## config.mk

```make
export PLATFORM = sky130hd
export DESIGN_NAME = keypad_scan
export DESIGN_NICKNAME = d
export VERILOG_FILES = /design/src/rtl/keypad_scan.sv
export SDC_FILE = /design/constraint.sdc
export NUM_CORES = 1
export LEC_CHECK = 0
export ABC_AREA = 1
export BUFFER_PORTS_ARGS = -buffer_cell sky130_fd_sc_hd__buf_4
export CAP_MARGIN = 20
export CORE_ASPECT_RATIO = 0.8
export CORE_MARGIN = 10
export CORE_UTILIZATION = 50
export CTS_CLUSTER_SIZE = 24
export DETAILED_ROUTE_END_ITERATION = 6
export PLACE_DENSITY = 0.69
export SLEW_MARGIN = 20
export SYNTH_ARGS = -nofsm -noshare
export SYNTH_HDL_FRONTEND = slang
export SYNTH_SLANG_ARGS = --single-unit
```

## constraint.sdc

```tcl
create_clock -name clk -period 1.5 [get_ports clk]
set_clock_uncertainty 0.05 [all_clocks]
set_input_delay 0.075 -clock clk [delete_from_list [all_inputs] [get_ports clk]]
set_output_delay 0.075 -clock clk [all_outputs]
set_load 0.01 [all_outputs]
```

## src/rtl/keypad_scan.sv

```systemverilog
// 4x4 matrix keypad scanner: one-hot-low column drive, debounced row sampling, hex-nibble
// entry register. Define KEYPAD_REPEAT_EN to enable auto-repeat while a key is held.
`timescale 1ns/1ps

module keypad_scan #(
  parameter logic [15:0] SCAN_DIV     = 16'd50000,
  parameter logic [3:0]  DEBOUNCE     = 4'd10,
  parameter logic [9:0]  REPEAT_TICKS = 10'd500
) (
  input  logic        clk,
  input  logic        rstn,
  input  logic [3:0]  row,
  input  logic        clr,
  output logic [3:0]  col,
  output logic [31:0] d,
  output logic [3:0]  key_code,
  output logic        key_valid
);

  typedef enum logic [1:0] {StScan, StDebounce, StPressed} state_e;

  state_e      state_q;
  logic [3:0]  row_s1_q, row_s_q;
  logic [15:0] div_q;
  logic [1:0]  cidx_q, ridx_q, ridx_new;
  logic [3:0]  rsave_q;
  logic [3:0]  dcnt_q, rcnt_q;
  logic [31:0] d_q;
  logic [3:0]  key_code_q;
  logic        key_valid_q;
  logic        tick, accept;
  logic [3:0]  code;
`ifdef KEYPAD_REPEAT_EN
  logic [9:0]  pcnt_q;
`endif

  assign tick      = (div_q == SCAN_DIV - 16'd1);
  assign code      = {ridx_q, cidx_q};
  assign col       = ~(4'b0001 << cidx_q);
  assign d         = d_q;
  assign key_code  = key_code_q;
  assign key_valid = key_valid_q;

  // Lowest active (low) row index wins when several rows are pulled down.
  always_comb begin
    ridx_new = 2'd3;
    if (!row_s_q[0])      ridx_new = 2'd0;
    else if (!row_s_q[1]) ridx_new = 2'd1;
    else if (!row_s_q[2]) ridx_new = 2'd2;
  end

  always_comb begin
    accept = 1'b0;
    if (tick) begin
      case (state_q)
        StDebounce: accept = (row_s_q == rsave_q) && (dcnt_q == DEBOUNCE - 4'd1);
`ifdef KEYPAD_REPEAT_EN
        StPressed:  accept = (row_s_q == rsave_q) && (pcnt_q == REPEAT_TICKS - 10'd1);
`endif
        default:    accept = 1'b0;
      endcase
    end
  end

  always_ff @(posedge clk or negedge rstn) begin
    if (!rstn) begin
      state_q     <= StScan;
      row_s1_q    <= 4'hF;
      row_s_q     <= 4'hF;
      div_q       <= '0;
      cidx_q      <= '0;
      ridx_q      <= '0;
      rsave_q     <= 4'hF;
      dcnt_q      <= '0;
      rcnt_q      <= '0;
      d_q         <= '0;
      key_code_q  <= '0;
      key_valid_q <= 1'b0;
`ifdef KEYPAD_REPEAT_EN
      pcnt_q      <= '0;
`endif
    end else begin
      row_s1_q    <= row;
      row_s_q     <= row_s1_q;
      key_valid_q <= 1'b0;
      div_q       <= tick ? 16'd0 : div_q + 16'd1;

      if (tick) begin
        case (state_q)
          StScan: begin
            if (row_s_q == 4'hF) begin
              cidx_q <= cidx_q + 2'd1;
            end else begin
              ridx_q  <= ridx_new;
              rsave_q <= row_s_q;
              dcnt_q  <= '0;
              state_q <= StDebounce;
            end
          end
          StDebounce: begin
            if (row_s_q == rsave_q) begin
              dcnt_q <= dcnt_q + 4'd1;
              if (accept) begin
                state_q <= StPressed;
                rcnt_q  <= '0;
`ifdef KEYPAD_REPEAT_EN
                pcnt_q  <= '0;
`endif
              end
            end else begin
              state_q <= StScan;
              cidx_q  <= cidx_q + 2'd1;
            end
          end
          StPressed: begin
            // Release must be seen on DEBOUNCE consecutive ticks before scanning resumes.
            if (row_s_q == 4'hF) begin
              if (rcnt_q == DEBOUNCE - 4'd1) begin
                state_q <= StScan;
                cidx_q  <= cidx_q + 2'd1;
              end else begin
                rcnt_q <= rcnt_q + 4'd1;
              end
            end else begin
              rcnt_q <= '0;
            end
`ifdef KEYPAD_REPEAT_EN
            if (row_s_q == rsave_q) pcnt_q <= accept ? 10'd0 : pcnt_q + 10'd1;
            else                    pcnt_q <= '0;
`endif
          end
          default: state_q <= StScan;
        endcase
      end

      if (accept) begin
        key_valid_q <= 1'b1;
        key_code_q  <= code;
      end

      if (clr)         d_q <= '0;
      else if (accept) d_q <= {d_q[27:0], code};
    end
  end

endmodule

```

## Yosys cells after proc, flatten, opt, wreduce, memory -nomap -nowiden

Index checks and enable logic that the tools add are counted.

- Flip-flop bits (word level): 79
- Output and inout port bits: 41
- Word-level logic and storage cells: 74

- Add/subtract/negate cells: 4
- Equal/unequal tests: 16
- Shift-type cells: 1
- Multiplexer cells: 28
- Bitwise logic cells: 2
- Reduce and logical (&&, ||, !) cells: 11

Operators with widths:

| cell | count |
|---|---|
| 32-bit 2-to-1 mux | 2 |
| 4-bit 2-to-1 mux | 6 |
| 2-bit 2-to-1 mux | 11 |
| 16-bit by 1-bit adder with 16-bit output (second input constant) | 1 |
| 16-bit equality test (second input constant) | 1 |
| 16-bit 2-to-1 mux | 1 |
| 4-bit case mux with 2 select lines | 2 |
| 2-bit != test (second input constant) | 7 |
| 4-bit equality test (second input constant) | 3 |
| 2-bit case mux with 3 select lines | 2 |
| 5-bit AND reduction | 2 |
| 4-bit by 1-bit adder with 4-bit output (second input constant) | 2 |
| 3-bit != test (second input constant) | 2 |
| 6-bit AND reduction | 1 |
| 2-bit nonzero test | 3 |
| 4-bit equality test | 1 |
| 1-bit 2-to-1 mux | 4 |
| 4-bit NOT | 1 |
| 4-bit AND reduction | 1 |
| 1-bit by 2-bit left shift with 4-bit output (first input constant) | 1 |
| 3-bit AND reduction | 1 |
| 3-bit nonzero test | 1 |
| 2-bit by 1-bit adder with 2-bit output (second input constant) | 1 |
| 2-bit by 1-bit equality test with 1-bit output (second input constant) | 1 |
| other kinds (4) | 4 |

## Logic depth before layout (Yosys ltp)

Gate-level depths: netlist of the first run.

- Depth in word-level cells: 7
- Mapped depth: 11

## Worst setup path before layout of the first run

Ideal clock, no wire load.

- Path type: reg2reg
- From: register div_q[0]
- To: register rcnt_q[2]
- Data arrival time: 1.510 ns
- Path slack: -0.177 ns
- Stages on the path, launching flop included: 9
- Buffers on the path: 0
- Cells stage by stage: dfrtp_1 > ha_1 > nand3_1 > nor2_2 > nand3_4 > o21bai_1 > nand3_1 > nand2_1 > nand2_1

- Word-level cells in the longest chain between the ends: 4

Ends and longest elaborated chain:

| element | RTL line | source |
|---|---|---|
| from (decl) | 24 | `logic [15:0] div_q;` |
| from (signal assigned) | 86 | `div_q <= tick ? 16'd0 : div_q + 16'd1;` |
| 16-bit equality test (*) | 37 | `assign tick = (div_q == SCAN_DIV - 16'd1);` |
| 1-bit 2-to-1 mux | 54 | `if (tick) begin` |
| 2-bit != test (no line) | - |  |
| 5-bit AND reduction (no line) (*) | - |  |
| to (signal assigned) | 122 | `rcnt_q <= rcnt_q + 4'd1;` |
| to (decl) | 27 | `logic [3:0] dcnt_q, rcnt_q;` |

Mark *: on every way between the ends. The rest lies on a longest branch, timed or not.
A chain may end at the register's enable or synchronous reset.

## Final worst setup path of the first run

- From: register rsave_q[0]
- To: register d_q[24], in the netlist d[24]

- Word-level cells in the longest chain between the ends: 5

Ends and longest elaborated chain:

| element | RTL line | source |
|---|---|---|
| from (decl) | 26 | `logic [3:0] rsave_q;` |
| from (signal assigned) | 95 | `rsave_q <= row_s_q;` |
| 4-bit equality test | 56 | `StDebounce: accept = (row_s_q == rsave_q) && (dcnt_q == DEBOUNCE - 4'd1);` |
| 1-bit logical AND | 56 |  |
| 1-bit 2-to-1 mux | 55 | `case (state_q)` |
| 1-bit 2-to-1 mux | 54 |  |
| net accept | 31 | `logic tick, accept;` |
| 2-bit nonzero test (no line) | - |  |
| to (signal assigned) | 142 | `else if (accept) d_q <= {d_q[27:0], code};` |
| to (decl) | 28 | `logic [31:0] d_q;` |

The timed path passes the listed nets, and every way through them passes these cells.

==> results.cfg, run 1 <==
[sta]
grt_setup_unrepaired = yes
min_period_over_period_pct = 124
finalCriticalPeriod_ns = 1.86
fmaxAchievable_ghz = 0.537
slew_viol_final = 0
worst_pin_slew_ns = 0.386
hold_viol_final = 0
setup_tns_ns = -15.84
setup_viol = 65
slew_headroom_pct = 74.3
setup_slack_ns = -0.364

[worst_setup_path]
path_common_cell = nand2_2
critPathCaptureType = flip-flop
crit_family = simple AND/OR/NAND/NOR gates
critPathMaxFanout = 5
critPathLaunchType = flip-flop
critPathBufInv = 4
path_class = reg -> reg
cp.arrival_ns = 2.12
crit_path_cell_trace = inv_2 > nand2_2 > nand2_2 > nor2_4 > nand3_4 > nor2_8 > buf_6 > inv_6 > nor2_8 > clkbuf_16 > nand2_2 > nand2_1
crit_required_ns = 1.76
slowest_stage = dfstp_2
max_stage_delay_ns = 0.56

[logic_synthesis]
synth_seq_cells = 79
yosysWarnings = 0
syn_avg_cell_area_sq_um = 8.42
ys_types = 31
mappedNetlistNets = 449
synth-seq-area-share_pct = 54.6
syn_inst = 433
syn_area_sq_um = 3650

[finish]
area_growth_syn_to_layout_pct = 53.2
final_cell_count_no_fill = 674
diodes = 0
drive_gt1_share_pct = 49.7
final_util_pct = 79.9
nNetsFinal = 598
n_fill_cell = 448

[routing]
drt-total-wl_mm = 10.2
vias = 3412
avgRoutedWirePerCell_microns = 15.2
firstDrtPassIters = 4
vias_per_cell = 5.06
drt-initial-drc-count = 106
drc = 0
postRouteAntennaNets = 0

[global_route]
grt-ovfl-total = 0
track_usage_pct = 16.7
grt_pass1_wl_mm = 14.8
grt_max_degree = 35
grt_pass1_vias = 3267
antenna_found_initial = 0

[pwr]
p_leak_nw = 2.95
p_per_area_nw_per_um2 = 690
finalPower_mw = 3.85
vdd_drop_max_uv = 573

[worst_hold_path]
hold_class = in -> async

[floorplan]
die_w_microns = 115
pin_count = 48
fp.coreArea_sq_um = 6990
die-area_sq_um = 11100
die_h_microns = 96.4
rows = 27
start_util_pct = 52.2

[clock_network]
cts_root_buffer = clkbuf_8
clk_latency_ns = 0.37
cts_tree = yes
clock_sinks = 79
cts_buffers = 9
clk_pin_slew_ns = 0.09
clockBufferDepth = 2
cts_max_level = 3

[place]
dpl.hpwl_mm = 6.18
numPortBuffers = 47
place_inst = 627
place_ws_ns = -0.346
gp_congestion = 0.838

[run_status]
status = complete, but fails checks
violations = negative setup slack

[flow_run]
maxCapViolCount = 0
-- cells in the final DEF, fill, tap and decap left out, types with 2 or more instances in the layout --
| master | netlist | routed |
|---|---|---|
| buf_12 | 0 | 2 |
| o21ai_1 | 1 | 7 |
| nand3_1 | 17 | 7 |
| nand2_1 | 167 | 116 |
| dfrtp_1 | 67 | 67 |
| buf_6 | 2 | 17 |
| nand4_1 | 7 | 7 |
| inv_6 | 0 | 5 |
| clkinvlp_4 | 0 | 2 |
| nor2_2 | 3 | 10 |
| buf_4 | 0 | 116 |
| o21ai_0 | 16 | 5 |
| nand3b_1 | 2 | 2 |
| nor2_1 | 37 | 18 |
| dfstp_2 | 12 | 12 |
| nand2_2 | 2 | 48 |
| a21oi_1 | 6 | 6 |
| nor3_2 | 0 | 6 |
| inv_1 | 45 | 34 |
| nor2_8 | 2 | 2 |
| inv_2 | 6 | 16 |
| nor3_4 | 0 | 2 |
| o21ai_2 | 0 | 4 |
| ha_1 | 9 | 8 |
| xnor2_1 | 2 | 2 |
| nand2_4 | 0 | 5 |
| clkbuf_16 | 0 | 2 |
| xor2_1 | 8 | 7 |
| nand3_2 | 1 | 6 |
| dlygate4sd3_1 | 0 | 6 |
| nor2_4 | 1 | 13 |
| nand3_4 | 1 | 6 |
| clkbuf_8 | 0 | 10 |
-- final timing paths --
kind                             startpoint     endpoint  slack (ns)  cells after the start
max in group asynchronous              rstn   row_s_q[3]        0.69                      3
worst min-delay path                   rstn        d[21]        0.12                      2
min in group clk                     row[1]  row_s1_q[1]        0.30                      2
worst max-delay path             rsave_q[0]        d[24]       -0.36                     12
worst min register to register  row_s1_q[1]   row_s_q[1]        0.31                      0
worst max register to register   rsave_q[0]        d[24]       -0.36                     12
-- timing repair --
action | CTS | global route
gates cloned | 2 | 2
endpoints found under the setup margin | 63 | 68
resized for setup | 60 | 102
buffers inserted | 10 | 13
hold buffers | 6 | 0
pin swaps | 25 | 50
hold endpoints to repair | 72 | 0
-- report_power, final --
| part | internal, mW | switching [mW] |
|---|---|---|
| clock | 0.669 | 0.855 |
| sequential | 2.15 | 0.00738 |
| combinational | 0.0734 | 0.101 |
-- area by class of cell --
type | count | area (sq um) | area share, %
multi-input cells | 296 | 1870 | 33.4
well taps | 87 | 109 | 1.95
inverters | 52 | 203 | 3.63
clock inverters | 6 | 50.0 | 0.896
repair buffers | 144 | 1230 | 22.0
clock buffers | 10 | 138 | 2.46
flip-flops and latches | 79 | 1990 | 35.7
-- cells in the mapped netlist, drive strengths merged --
library cell / number / area share (%)
nand2: 169 / 18
dfrtp: 67 / 46
inv: 52 / 5.4
nor2: 43 / 5.7
nand3: 19 / 3.1
o21ai: 17 / 2.3
dfstp: 12 / 8.6
ha: 9 / 3.1
nor3: 8 / 1.1
xor2: 8 / 1.9
nand4: 7 / 1.2
a21oi: 6 / 0.82
buf: 6 / 1.2
nand3b: 2 / 0.41
xnor2: 2 / 0.48
a211oi: 1 / 0.21
and3: 1 / 0.17
nor4: 1 / 0.17
o21bai: 1 / 0.21
o22ai: 1 / 0.17
or2: 1 / 0.17
-- kinds of logic after synthesis --
group / synth area share [%]
adders and majority gates: 3.09
DFF: 54.6
AOI/OAI and AO/OA: 3.74
xor gates and xnor gates: 2.40
and+or+nand+nor: 29.6
buffers and inverters: 6.59
-- per-layer routing --
metal	wire length (microns)	part of all wire [%]	vias up	GRT usage, %
li1	-	-	1644	-
met3	613	6.0	21	4.87
met5	0	0	-	0
met2	5110	50	93	27.6
met1	4310	42	1654	20.5
met4	200	2.0	0	6.32
-- state kept, by name (all words and copies together), names as in the netlist --
signal,count
d,32
div_q,16
dcnt_q,4
key_code,4
rcnt_q,4
row_s1_q,4
row_s_q,4
rsave_q,4
cidx_q,2
ridx_q,2
state_q,2
key_valid,1
-- per-stage QoR --
stage | hold WS, ns | instance area (sq um)
2_1_floorplan | -0.271 | 3670
3_3_place_gp | -0.0320 | 4600
3_5_place_dp | -0.0297 | 4610
4_1_cts | 0.131 | 5160
5_1_grt | 0.161 | 5590
6_report | 0.120 | 5590
-- worst register-to-register path: stages, from the launching register on --
cell	delay [ns]
dfstp_2	0.56
inv_2	0.05
nand2_2	0.06
nand2_2	0.08
nor2_4	0.15
nand3_4	0.11
nor2_8	0.13
buf_6	0.12
inv_6	0.04
nor2_8	0.18
clkbuf_16	0.19
nand2_2	0.04
nand2_1	0.05
Note: power is estimated with default switching activity, not from simulation.
==> run 2: changes to the inputs <==
--- a/config.mk
+++ b/config.mk
@@ -13,6 +13,7 @@
 export CORE_UTILIZATION = 50
 export CTS_CLUSTER_SIZE = 24
 export DETAILED_ROUTE_END_ITERATION = 6
+export MAX_ROUTING_LAYER = met4
 export PLACE_DENSITY = 0.69
 export SLEW_MARGIN = 20
 export SYNTH_ARGS = -nofsm -noshare
==> results.cfg, run 2 (synthesis results as in run 1) <==
[run_status]
status = complete, but fails checks
violations = negative setup slack

[sta]
fin_hold_ws_ns = 0.115
setup_slack_ns = -0.359
fmaxAchievable_ghz = 0.538
setup_tns_ns = -15.59
hold_viol_final = 0
slew_viol_final = 0
min_period_over_period_pct = 124
slew_headroom_pct = 74.9
grt_setup_unrepaired = yes
finalCriticalPeriod_ns = 1.86
worst_pin_slew_ns = 0.377
setup_viol = 65

[global_route]
grt_pass1_wl_mm = 14.8
antenna_found_initial = 0
track_usage_pct = 17.2
grt_max_degree = 35
grt-ovfl-total = 0
grt_pass1_vias = 3266

[routing]
avgRoutedWirePerCell_microns = 15.1
drt-total-wl_mm = 10.2
drt-initial-drc-count = 113
postRouteAntennaNets = 0
vias = 3433
firstDrtPassIters = 4
vias_per_cell = 5.09
drc = 0

[clock_network]
cts_root_buffer = clkbuf_8
cts_max_level = 3
clk_latency_ns = 0.37
cts_buffers = 9
clockBufferDepth = 2
cts_tree = yes
clk_pin_slew_ns = 0.10
clock_sinks = 79

[floorplan]
rows = 27
die_h_microns = 96.4
fp.coreArea_sq_um = 6990
die-area_sq_um = 11100
pin_count = 48
die_w_microns = 115
start_util_pct = 52.2

[worst_setup_path]
critPathCaptureType = flip-flop
cp.arrival_ns = 2.11
critPathMaxFanout = 5
critPathLaunchType = flip-flop
critPathBufInv = 4
path_class = reg -> reg
crit_family = simple AND/OR/NAND/NOR gates
crit_required_ns = 1.75
max_stage_delay_ns = 0.55
crit_path_cell_trace = inv_2 > nand2_2 > nand2_2 > nor2_4 > nand3_4 > nor2_8 > buf_6 > inv_6 > nor2_8 > clkbuf_16 > nand2_2 > nand2_1
slowest_stage = dfstp_2
path_common_cell = nand2_2

[flow_run]
maxCapViolCount = 0

[pwr]
pwr-share-comb_pct = 4.5
clkPwrFrac_pct = 39.4
finalPower_mw = 3.85
switching_share_pct = 24.8
seqPwrFrac_pct = 56.0
vdd_drop_max_uv = 573
p_per_area_nw_per_um2 = 688
p_sw_mw = 0.956
p_leak_nw = 2.95
p_int_mw = 2.89

[finish]
multi_input_area_sq_um = 1870
n_fill_cell = 448
final_cell_mix = nand2_1 (116), buf_4 (116), dfrtp_1 (67)
nNetsFinal = 598
drive_gt1_share_pct = 49.7
stdcell_area_sq_um = 5590
seq_area_sq_um = 1990
largest_reg_flops = 32
diodes = 0
area_growth_syn_to_layout_pct = 53.2
final_util_pct = 79.9

[place]
placed_area_sq_um = 4610
numPortBuffers = 47
gp_congestion = 0.851
dpl.hpwl_mm = 6.18

[worst_hold_path]
hold_class = in -> async
-- run 2: cell counts in the layout (fill, tap and decap cells not counted) --
Identical to the previous run, type by type.
-- run 2: power by group through the flow --
stage	combinational [mW]	sequential, mW	clock [mW]
floorplan	0.0316	2.20	0
global placement	0.116	2.20	0
detailed placement	0.122	2.20	0
CTS	0.150	2.15	1.54
global route	0.191	2.16	1.62
finish	0.174	2.16	1.52
-- run 2: area by class of cell --
type | instances | share of cell area, %
timing repair buffer | 144 | 22.0
sequential | 79 | 35.7
multi-input combinational | 296 | 33.4
clock buffer | 10 | 2.46
clock inverter | 6 | 0.896
tap | 87 | 1.95
inverter | 52 | 3.63
-- run 2: worst paths after layout --
check	start	end	slack [ns]	cells after the start
setup / recovery	rsave_q[0]	d[24]	-0.36	12
hold / removal	rstn	d[21]	0.11	2
setup reg to reg	rsave_q[0]	d[24]	-0.36	12
hold reg to reg	row_s1_q[1]	row_s_q[1]	0.31	0
max in group asynchronous	rstn	rsave_q[1]	0.69	3
min in group clk	row[1]	row_s1_q[1]	0.30	2
-- run 2: repair_timing --
item	CTS	global route
buffers inserted	10	13
endpoints found under the setup margin	63	68
cloned	2	2
hold buffers	6	0
pin swaps	25	50
resized for setup	60	102
endpoints found under the hold margin	72	0
-- run 2: layer usage --
layer | global-route usage (%) | vias up | share of wire [%]
met3 | 4.56 | 23 | 5.0
li1 | - | 1647 | -
met2 | 27.6 | 83 | 50
met4 | 6.32 | 0 | 2.3
met5 | - | - | 0
met1 | 20.7 | 1680 | 42
-- run 2: through the flow --
step                      instances  worst slack [ns]
after detailed placement        627            -0.346
after global routing            674            -0.440
final                           674            -0.359
after floorplan                 433            -0.153
after global placement          626            -0.625
after CTS                       661            -0.266
==> run 3: changes to the inputs <==
--- a/config.mk
+++ b/config.mk
@@ -10,11 +10,11 @@
 export CAP_MARGIN = 20
 export CORE_ASPECT_RATIO = 0.8
 export CORE_MARGIN = 10
-export CORE_UTILIZATION = 50
+export CORE_UTILIZATION = 52
 export CTS_CLUSTER_SIZE = 24
 export DETAILED_ROUTE_END_ITERATION = 6
 export MAX_ROUTING_LAYER = met4
-export PLACE_DENSITY = 0.69
+export PLACE_DENSITY = 0.72
 export SLEW_MARGIN = 20
 export SYNTH_ARGS = -nofsm -noshare
 export SYNTH_HDL_FRONTEND = slang
==> results.cfg, run 3 (synthesis results as in run 1) <==
[sta]
setup_tns_ns = -12.76
hold_viol_final = 0
fin_hold_ws_ns = 0.130
min_period_over_period_pct = 120
setup_slack_ns = -0.302
slew_headroom_pct = 72.5
fmaxAchievable_ghz = 0.555
setup_viol = 63
slew_viol_final = 0
worst_pin_slew_ns = 0.412
grt_setup_unrepaired = yes
finalCriticalPeriod_ns = 1.80

[worst_setup_path]
path_class = reg -> reg
worstSetupEndpoint = d[22]
crit_path_cell_trace = ha_4 > nand3_4 > nor2_4 > nand3_4 > nor2_8 > buf_12 > nor2_4 > buf_12 > nand2_1 > nand2_1
critPathMaxFanout = 27
max_stage_delay_ns = 0.45
path_depth = 10
crit_start = div_q[1]
slowest_stage = dfrtp_1
critPathCaptureType = flip-flop
critPathLaunchType = flip-flop
r2r_end = d[22]
cp.arrival_ns = 2.00
reg2reg_depth = 10
critPathBufInv = 2
timing.rr.start = div_q[1]
crit_family = simple AND/OR/NAND/NOR gates
crit_required_ns = 1.70
rrSetupSlack_ns = -0.30

[floorplan]
start_util_pct = 53.2
die_h_microns = 94.9
die-area_sq_um = 10800
pin_count = 48
die_w_microns = 114
rows = 27
fp.coreArea_sq_um = 6860

[clock_network]
clock_sinks = 79
cts_root_buffer = clkbuf_8
cts_max_level = 3
clk_latency_ns = 0.36
cts_buffers = 9
cts_tree = yes
clockBufferDepth = 2
clk_pin_slew_ns = 0.09

[global_route]
antenna_found_initial = 0
grt_max_degree = 31
grt_pass1_wl_mm = 15.1
track_usage_pct = 17.8
grt_pass1_vias = 3248
grt-ovfl-total = 0

[routing]
drt-total-wl_mm = 10.8
vias_per_cell = 5.12
avgRoutedWirePerCell_microns = 16.0
drc = 0
drt-initial-drc-count = 218
postRouteAntennaNets = 0
firstDrtPassIters = 5
vias = 3441

[finish]
drive_gt1_share_pct = 47.0
final_cell_count_no_fill = 672
diodes = 0
final_cell_mix = nand2_1 (126), buf_4 (111), dfrtp_1 (67)
largest_reg_flops = 32
nNetsFinal = 596
final_common_cell = nand2_1
area_growth_syn_to_layout_pct = 53.4

[run_status]
violations = negative setup slack
status = complete, but fails checks

[pwr]
p_per_area_nw_per_um2 = 679
vdd_drop_max_uv = 646
p_leak_nw = 2.99

[place]
gp_congestion = 0.930
numPortBuffers = 47
place_inst = 630
dpl.hpwl_mm = 6.33

[flow_run]
maxCapViolCount = 0

[worst_hold_path]
hold_class = in -> async
run 3: cell count changes in the layout (fill, tap and decap cells not counted), moves of 2 or more:
cell / change
inv_2: -2
o21ai_2: +2
inv_6: -3
nand2_4: +3
nor3_1: +3
buf_4: -5
nand2_1: +10
nor3_2: -3
nand2_2: -14
inv_1: +3
o21ai_0: -2
buf_12: +3
run 3: metrics by stage:
stage | total power, mW | worst slack (ns) | instance area, sq um | utilization, %
after floorplan | 2.23 | -0.153 | 3670 | -
after global placement | 2.32 | -0.159 | 4640 | 67.6
after detailed placement | 2.32 | -0.186 | 4640 | 67.6
after CTS | 3.81 | -0.190 | 5170 | 75.4
after global routing | 3.93 | -0.371 | 5600 | 81.6
final | 3.80 | -0.302 | 5600 | 81.6
run 3: cell type report:
cell class | instances | area (sq um)
fillers | 390 | 1260
clock inverters | 7 | 55.1
flip-flops and latches | 79 | 1990
clock buffers | 9 | 124
well taps | 87 | 109
inverters | 52 | 198
repair buffers | 142 | 1250
multi-input cells | 296 | 1870
run 3: repair_timing:
action,4_1_cts,5_1_grt
gates cloned,2,1
pin swaps,23,32
setup endpoints to repair,59,62
hold buffers,6,0
buffers inserted,6,11
hold endpoints to repair,84,0
gates resized for setup,66,91
run 3: worst min-delay path by stage:
stage	end	slack, ns	cells past startpoint
global route	div_q[8]	0.16	2
floorplan	cidx_q[0]	-0.27	0
detailed placement	div_q[9]	-0.01	1
CTS	div_q[8]	0.15	2
global placement	div_q[12]	-0.02	1
finish	div_q[8]	0.13	2
run 3: power breakdown:
group	switching [mW]	total [mW]	internal [mW]	leakage, nW
registers	0.00622	2.15	2.15	1.05
logic	0.0983	0.167	0.0682	1.86
clock network	0.859	1.48	0.618	0.0818
run 3: routing by layer:
| metal | share of wire [%] | track usage (%) | wire length, microns |
|---|---|---|---|
| met1 | 41 | 21.4 | 4440 |
| met2 | 52 | 29.2 | 5610 |
| met3 | 5.3 | 4.31 | 572 |
| met4 | 1.5 | 4.96 | 165 |
| met5 | 0 | - | 0 |
